===== src/rtl/fetch_stage.sv =====
// Fetch stage: registered PC, next-PC selection and IF/ID pipeline register.
// Handles memory wait states, hazard stall, flush, misaligned redirects and a fetch counter.
module fetch_stage #(
   parameter int unsigned           WIDTH        = 32,
   parameter logic [WIDTH-1:0]      RESET_VECTOR = '0,
   parameter int unsigned           CNT_W        = 32
) (
   input  logic             clock,
   input  logic             reset_n,
   output logic [WIDTH-1:0] imem_addr,
   output logic             imem_req,
   input  logic [31:0]      imem_rdata,
   input  logic             imem_ready,
   input  logic             stall,
   input  logic             flush,
   input  logic             pc_src,
   input  logic [WIDTH-1:0] branch_target,
   input  logic             jump,
   input  logic [25:0]      jump_index,
   output logic [WIDTH-1:0] pc,
   output logic             id_valid,
   output logic [31:0]      id_instr,
   output logic [WIDTH-1:0] id_pc_plus4,
   output logic             fetch_misalign,
   output logic [CNT_W-1:0] fetch_count
);

   typedef enum logic [0:0] {StBoot, StFetch} state_e;

   state_e            state_q, state_d;
   logic [WIDTH-1:0]  pc_q, pc_d;
   logic              id_valid_q, id_valid_d;
   logic [31:0]       id_instr_q, id_instr_d;
   logic [WIDTH-1:0]  id_pc_plus4_q, id_pc_plus4_d;
   logic              misalign_q, misalign_d;
   logic [CNT_W-1:0]  count_q, count_d;

   logic [WIDTH-1:0]  pc_plus4;
   logic [WIDTH-1:0]  branch_pc;
   logic [WIDTH-1:0]  jump_pc;

   assign pc_plus4  = pc_q + WIDTH'(4);
   assign branch_pc = {branch_target[WIDTH-1:2], 2'b00};

   // Jump keeps the upper region bits of the delay-slot PC; none exist at the minimum width.
   if (WIDTH > 28) begin : g_jump_region
      assign jump_pc = {id_pc_plus4_q[WIDTH-1:28], jump_index, 2'b00};
   end else begin : g_jump_flat
      assign jump_pc = {jump_index, 2'b00};
   end

   always_comb begin
      state_d       = state_q;
      pc_d          = pc_q;
      id_valid_d    = id_valid_q;
      id_instr_d    = id_instr_q;
      id_pc_plus4_d = id_pc_plus4_q;
      misalign_d    = misalign_q;
      count_d       = count_q;
      imem_req      = 1'b0;

      unique case (state_q)
         StBoot: begin
            state_d = StFetch;
         end
         StFetch: begin
            imem_req = ~stall;
            if (pc_src || jump) begin
               pc_d       = pc_src ? branch_pc : jump_pc;
               id_valid_d = 1'b0;
               if (pc_src && (branch_target[1:0] != 2'b00)) begin
                  misalign_d = 1'b1;
               end
            end else if (stall) begin
               // Hold everything; the same pc is refetched once the stall lifts.
            end else if (flush) begin
               id_valid_d = 1'b0;
               if (imem_ready) begin
                  pc_d = pc_plus4;
               end
            end else if (imem_ready) begin
               pc_d          = pc_plus4;
               id_valid_d    = 1'b1;
               id_instr_d    = imem_rdata;
               id_pc_plus4_d = pc_plus4;
               count_d       = count_q + CNT_W'(1);
            end else begin
               id_valid_d = 1'b0;
            end
         end
         default: begin
            state_d = StBoot;
         end
      endcase
   end

   always_ff @(posedge clock or negedge reset_n) begin
      if (!reset_n) begin
         state_q       <= StBoot;
         pc_q          <= RESET_VECTOR;
         id_valid_q    <= 1'b0;
         id_instr_q    <= '0;
         id_pc_plus4_q <= '0;
         misalign_q    <= 1'b0;
         count_q       <= '0;
      end else begin
         state_q       <= state_d;
         pc_q          <= pc_d;
         id_valid_q    <= id_valid_d;
         id_instr_q    <= id_instr_d;
         id_pc_plus4_q <= id_pc_plus4_d;
         misalign_q    <= misalign_d;
         count_q       <= count_d;
      end
   end

   assign pc             = pc_q;
   assign imem_addr      = pc_q;
   assign id_valid       = id_valid_q;
   assign id_instr       = id_instr_q;
   assign id_pc_plus4    = id_pc_plus4_q;
   assign fetch_misalign = misalign_q;
   assign fetch_count    = count_q;

endmodule


===== config.mk =====
export PLATFORM = sky130hd
export DESIGN_NAME = fetch_stage
export DESIGN_NICKNAME = d
export VERILOG_FILES = /design/src/rtl/fetch_stage.sv
export SDC_FILE = /design/constraint.sdc
export NUM_CORES = 1
export LEC_CHECK = 0
export CORE_ASPECT_RATIO = 0.75
export CORE_MARGIN = 1.5
export CORE_UTILIZATION = 44
export DETAILED_ROUTE_END_ITERATION = 10
export PLACE_DENSITY = 0.92
export SLEW_MARGIN = 20
export SYNTH_ARGS = -nofsm -noshare
export SYNTH_HDL_FRONTEND = slang
export SYNTH_SLANG_ARGS = --single-unit

===== constraint.sdc =====
create_clock -name clock -period 2.6 [get_ports clock]
set_input_delay 0.52 -clock clock [delete_from_list [all_inputs] [get_ports clock]]
set_output_delay 0.52 -clock clock [all_outputs]
set_load 0.01 [all_outputs]

==> flow_metrics.py <==
metrics = {
    "cts": {
        "worstSkewPairLatency_ns": 0.40,
        "post-cts-setup-buffer-count": 0,
        "cts_sinks": 127,
        "clock_path_buffers": 2,
        "clk_pin_slew_ns": 0.06,
        "cts_tree": "yes",
        "root_buffer": "clkbuf_16",
        "cts_buffers": 17,
        "htreeDepth": 4,
    },
    "finish": {
        "post-route-util": 0.693,
        "areaGrowthSynthToFinish_pct": 51.3,
        "regArea_um2": 3180,
        "nFillCells": 1062,
        "fin_nets": 1031,
        "multi_input_area_um2": 2760,
        "final_common_cell": "clkdlybuf4s50_1",
        "drive_gt1_frac": 0.0794,
        "fin_cells": 1139,
        "diodes": 0,
        "final_cell_mix": "clkdlybuf4s50_1 (252), nand2_1 (171), dfrtp_1 (127)",
    },
    "synthesis": {
        "synth_compound_area_frac": 0.138,
        "synth_xor_area_frac": 0.0810,
        "ys_seq_elements": 127,
        "ys_async_sr_fraction": 1.00,
        "synth.lib_cells_used.distinct": 47,
        "muxShareOfSynthArea": 0.00157,
        "seq_area_frac_synth": 0.498,
        "netlist_area_um2": 6380,
        "ys.flop_type": "dfrtp_1",
        "ys_warn_count": 0,
        "netlist_instances": 698,
        "synth_top_family_by_area": "simple AND/OR/NAND/NOR gates",
        "avgSynthCellArea_um2": 9.14,
        "synthAdderAreaFrac": 0.00392,
        "yosys.area_share.simple": 0.202,
        "synth_edf_count": 0,
    },
    "sta": {
        "tightest_slew_ns": 0.976,
        "fin_ws_ns": 0.210,
        "finClkSkew_ns": 0.0127,
        "finalSetupViolations": 0,
        "fmax_mhz": 418,
        "hold_viol_final": 0,
        "grt_setup_unrepaired": "false",
        "tns_ns": 0,
        "finalCritPeriodShare": 0.919,
        "slew_violations": 0,
        "period_needed_ns": 2.39,
        "relSlewSlack": 0.347,
    },
    "detailed_routing": {
        "drt-pass1-iter-count": 8,
        "vias_per_cell": 5.36,
        "drtIter0Drc": 353,
        "detail-route-antenna-nets": 0,
        "drc": 0,
        "vias": 6102,
        "wire_per_inst_um": 17.0,
        "drt-total-wl_mm": 19.3,
    },
    "critical_path": {
        "start_kind": "register",
        "critPathArrivalTime_ns": 2.66,
        "crit_fanout": 6,
        "endpoint_kind": "register",
        "r2r_cells": 6,
        "cp.required_ns": 2.87,
        "worstSetupPathType": "reg2reg",
    },
    "place": {
        "routabilityCongestion": 0.874,
        "io_buffers": 253,
        "hpwl_mm": 14.4,
        "placedCellCount": 1107,
        "post-place-ws_ns": 0.0281,
    },
    "die": {
        "rows": 37,
        "die-area_um2": 15200,
        "die_y_um": 107,
        "start_util": 0.458,
        "chipWidth_um": 142,
        "ioPinCount": 260,
        "design.core.area_um2": 13900,
    },
    "hold_path": {
        "hp-class": "reg2reg",
        "holdPathStages": 1,
    },
    "job": {
        "drv_cap": 0,
    },
    "power_and_ir_drop": {
        "ir_drop_mv": 0.541,
        "powerDensity_nw_per_um2": 681,
        "power_leakage_nw": 4.11,
    },
    "status": {
        "status": "completed",
    },
    "global_routing": {
        "grt_remaining_overflow": 0,
        "grt_pass1_vias": 6008,
        "grt_antenna_before_repair": 0,
        "grt.total_usage": 0.259,
        "grt_pass1_wl_mm": 30.8,
        "grt_max_degree": 59,
    },
}
-- path summary, 6_finish.rpt --
path,from,slack [ns],to
min reg2reg,fetch_count[31]$_DFFE_PN0P_,0.47,fetch_count[31]$_DFFE_PN0P_
max in group asynchronous,reset_n,1.39,imem_addr[5]$_DFFE_PN0P_
max,imem_addr[3]$_DFFE_PN0P_,0.21,imem_addr[26]$_DFFE_PN0P_
min,fetch_count[31]$_DFFE_PN0P_,0.47,fetch_count[31]$_DFFE_PN0P_
max reg2reg,imem_addr[3]$_DFFE_PN0P_,0.21,imem_addr[26]$_DFFE_PN0P_
min in group asynchronous,reset_n,0.58,fetch_count[30]$_DFFE_PN0P_
-- metrics by stage --
step | area, um^2 | hold slack, ns | power, mW
after CTS | 9650 | 0.478 | 6.62
final | 9650 | 0.473 | 6.57
after floorplan | 6400 | 0.224 | 3.20
after global routing | 9650 | 0.497 | 6.89
after global placement | 9040 | 0.418 | 4.14
after detailed placement | 9040 | 0.425 | 4.19
-- kinds of logic (layout without fill, tap and decap cells) --
family / count (synthesis) / after routing
other: 2 / 7
buffers and inverters: 87 / 328
AOI/OAI and AO/OA: 139 / 139
xor gates and xnor gates: 59 / 59
adders and majority gates: 2 / 2
muxes: 1 / 1
DFF: 127 / 127
and+or+nand+nor: 281 / 281
-- sequential cells by signal (all words and copies together), names as in the netlist --
| name | cells |
|---|---|
| id_valid | 1 |
| state_q | 1 |
| imem_addr | 30 |
| fetch_misalign | 1 |
| id_pc_plus4 | 30 |
| fetch_count | 32 |
| id_instr | 32 |
-- worst max-delay path: stages, from the launching register on --
cell and delay (ns):
dfrtp_1 0.50, ha_1 0.26, nand3_2 0.13, or4_4 0.58, nor3_1 0.46, o21ai_0 0.18, o2bb2ai_1 0.15
-- where the power goes --
part           internal [mW]  switching [mW]  total, mW  leakage (nW)
Clock                   1.53           0.877       2.41         0.293
Combinational          0.928           0.695       1.62          2.17
Sequential              2.25           0.293       2.54          1.65
-- layer usage --
layer	global-route usage	vias up	wire (um)
met4	0.0626	0	300
li1	-	2832	-
met5	0	-	0
met2	0.430	316	9270
met3	0.0832	26	1860
met1	0.332	2928	7880
-- cell usage after synthesis (2+ instances only) --
master	n	area (um^2)
xnor2_1	47	412
nor4_2	4	50.1
o22ai_1	8	50.1
a221oi_1	4	35.0
or2_1	2	12.5
conb_1	2	7.51
dfrtp_1	127	3180
and3_1	10	62.6
nor2b_1	2	12.5
nand2_1	171	642
buf_4	36	270
ha_1	2	25.0
nand3_1	16	80.1
a211oi_1	3	22.5
clkbuf_1	29	109
nor4_1	4	25.0
o2bb2ai_1	6	52.6
nand4_1	19	119
inv_1	14	52.6
nor2_1	31	116
a22oi_1	12	90.1
buf_2	7	35.0
and4_1	3	26.3
o31a_1	11	96.3
a21oi_1	15	75.1
o211ai_1	3	22.5
o21ai_0	64	320
xor2_1	12	105
or3_1	2	12.5
nor3_1	8	40.0
a222oi_1	8	80.1
-- final cells by class --
class / instances / share of cell area
flip-flops and latches: 127 / 0.329
repair buffers: 283 / 0.291
multi-input cells: 489 / 0.286
clock buffers: 18 / 0.0455
well taps: 195 / 0.0253
clock inverters: 13 / 0.0170
inverters: 14 / 0.00544
-- timing repair --
item	CTS	global route
gates resized for setup	0	0
hold buffers	1	0
hold endpoints to repair	7	0
Note: power is estimated with default switching activity, not from simulation.
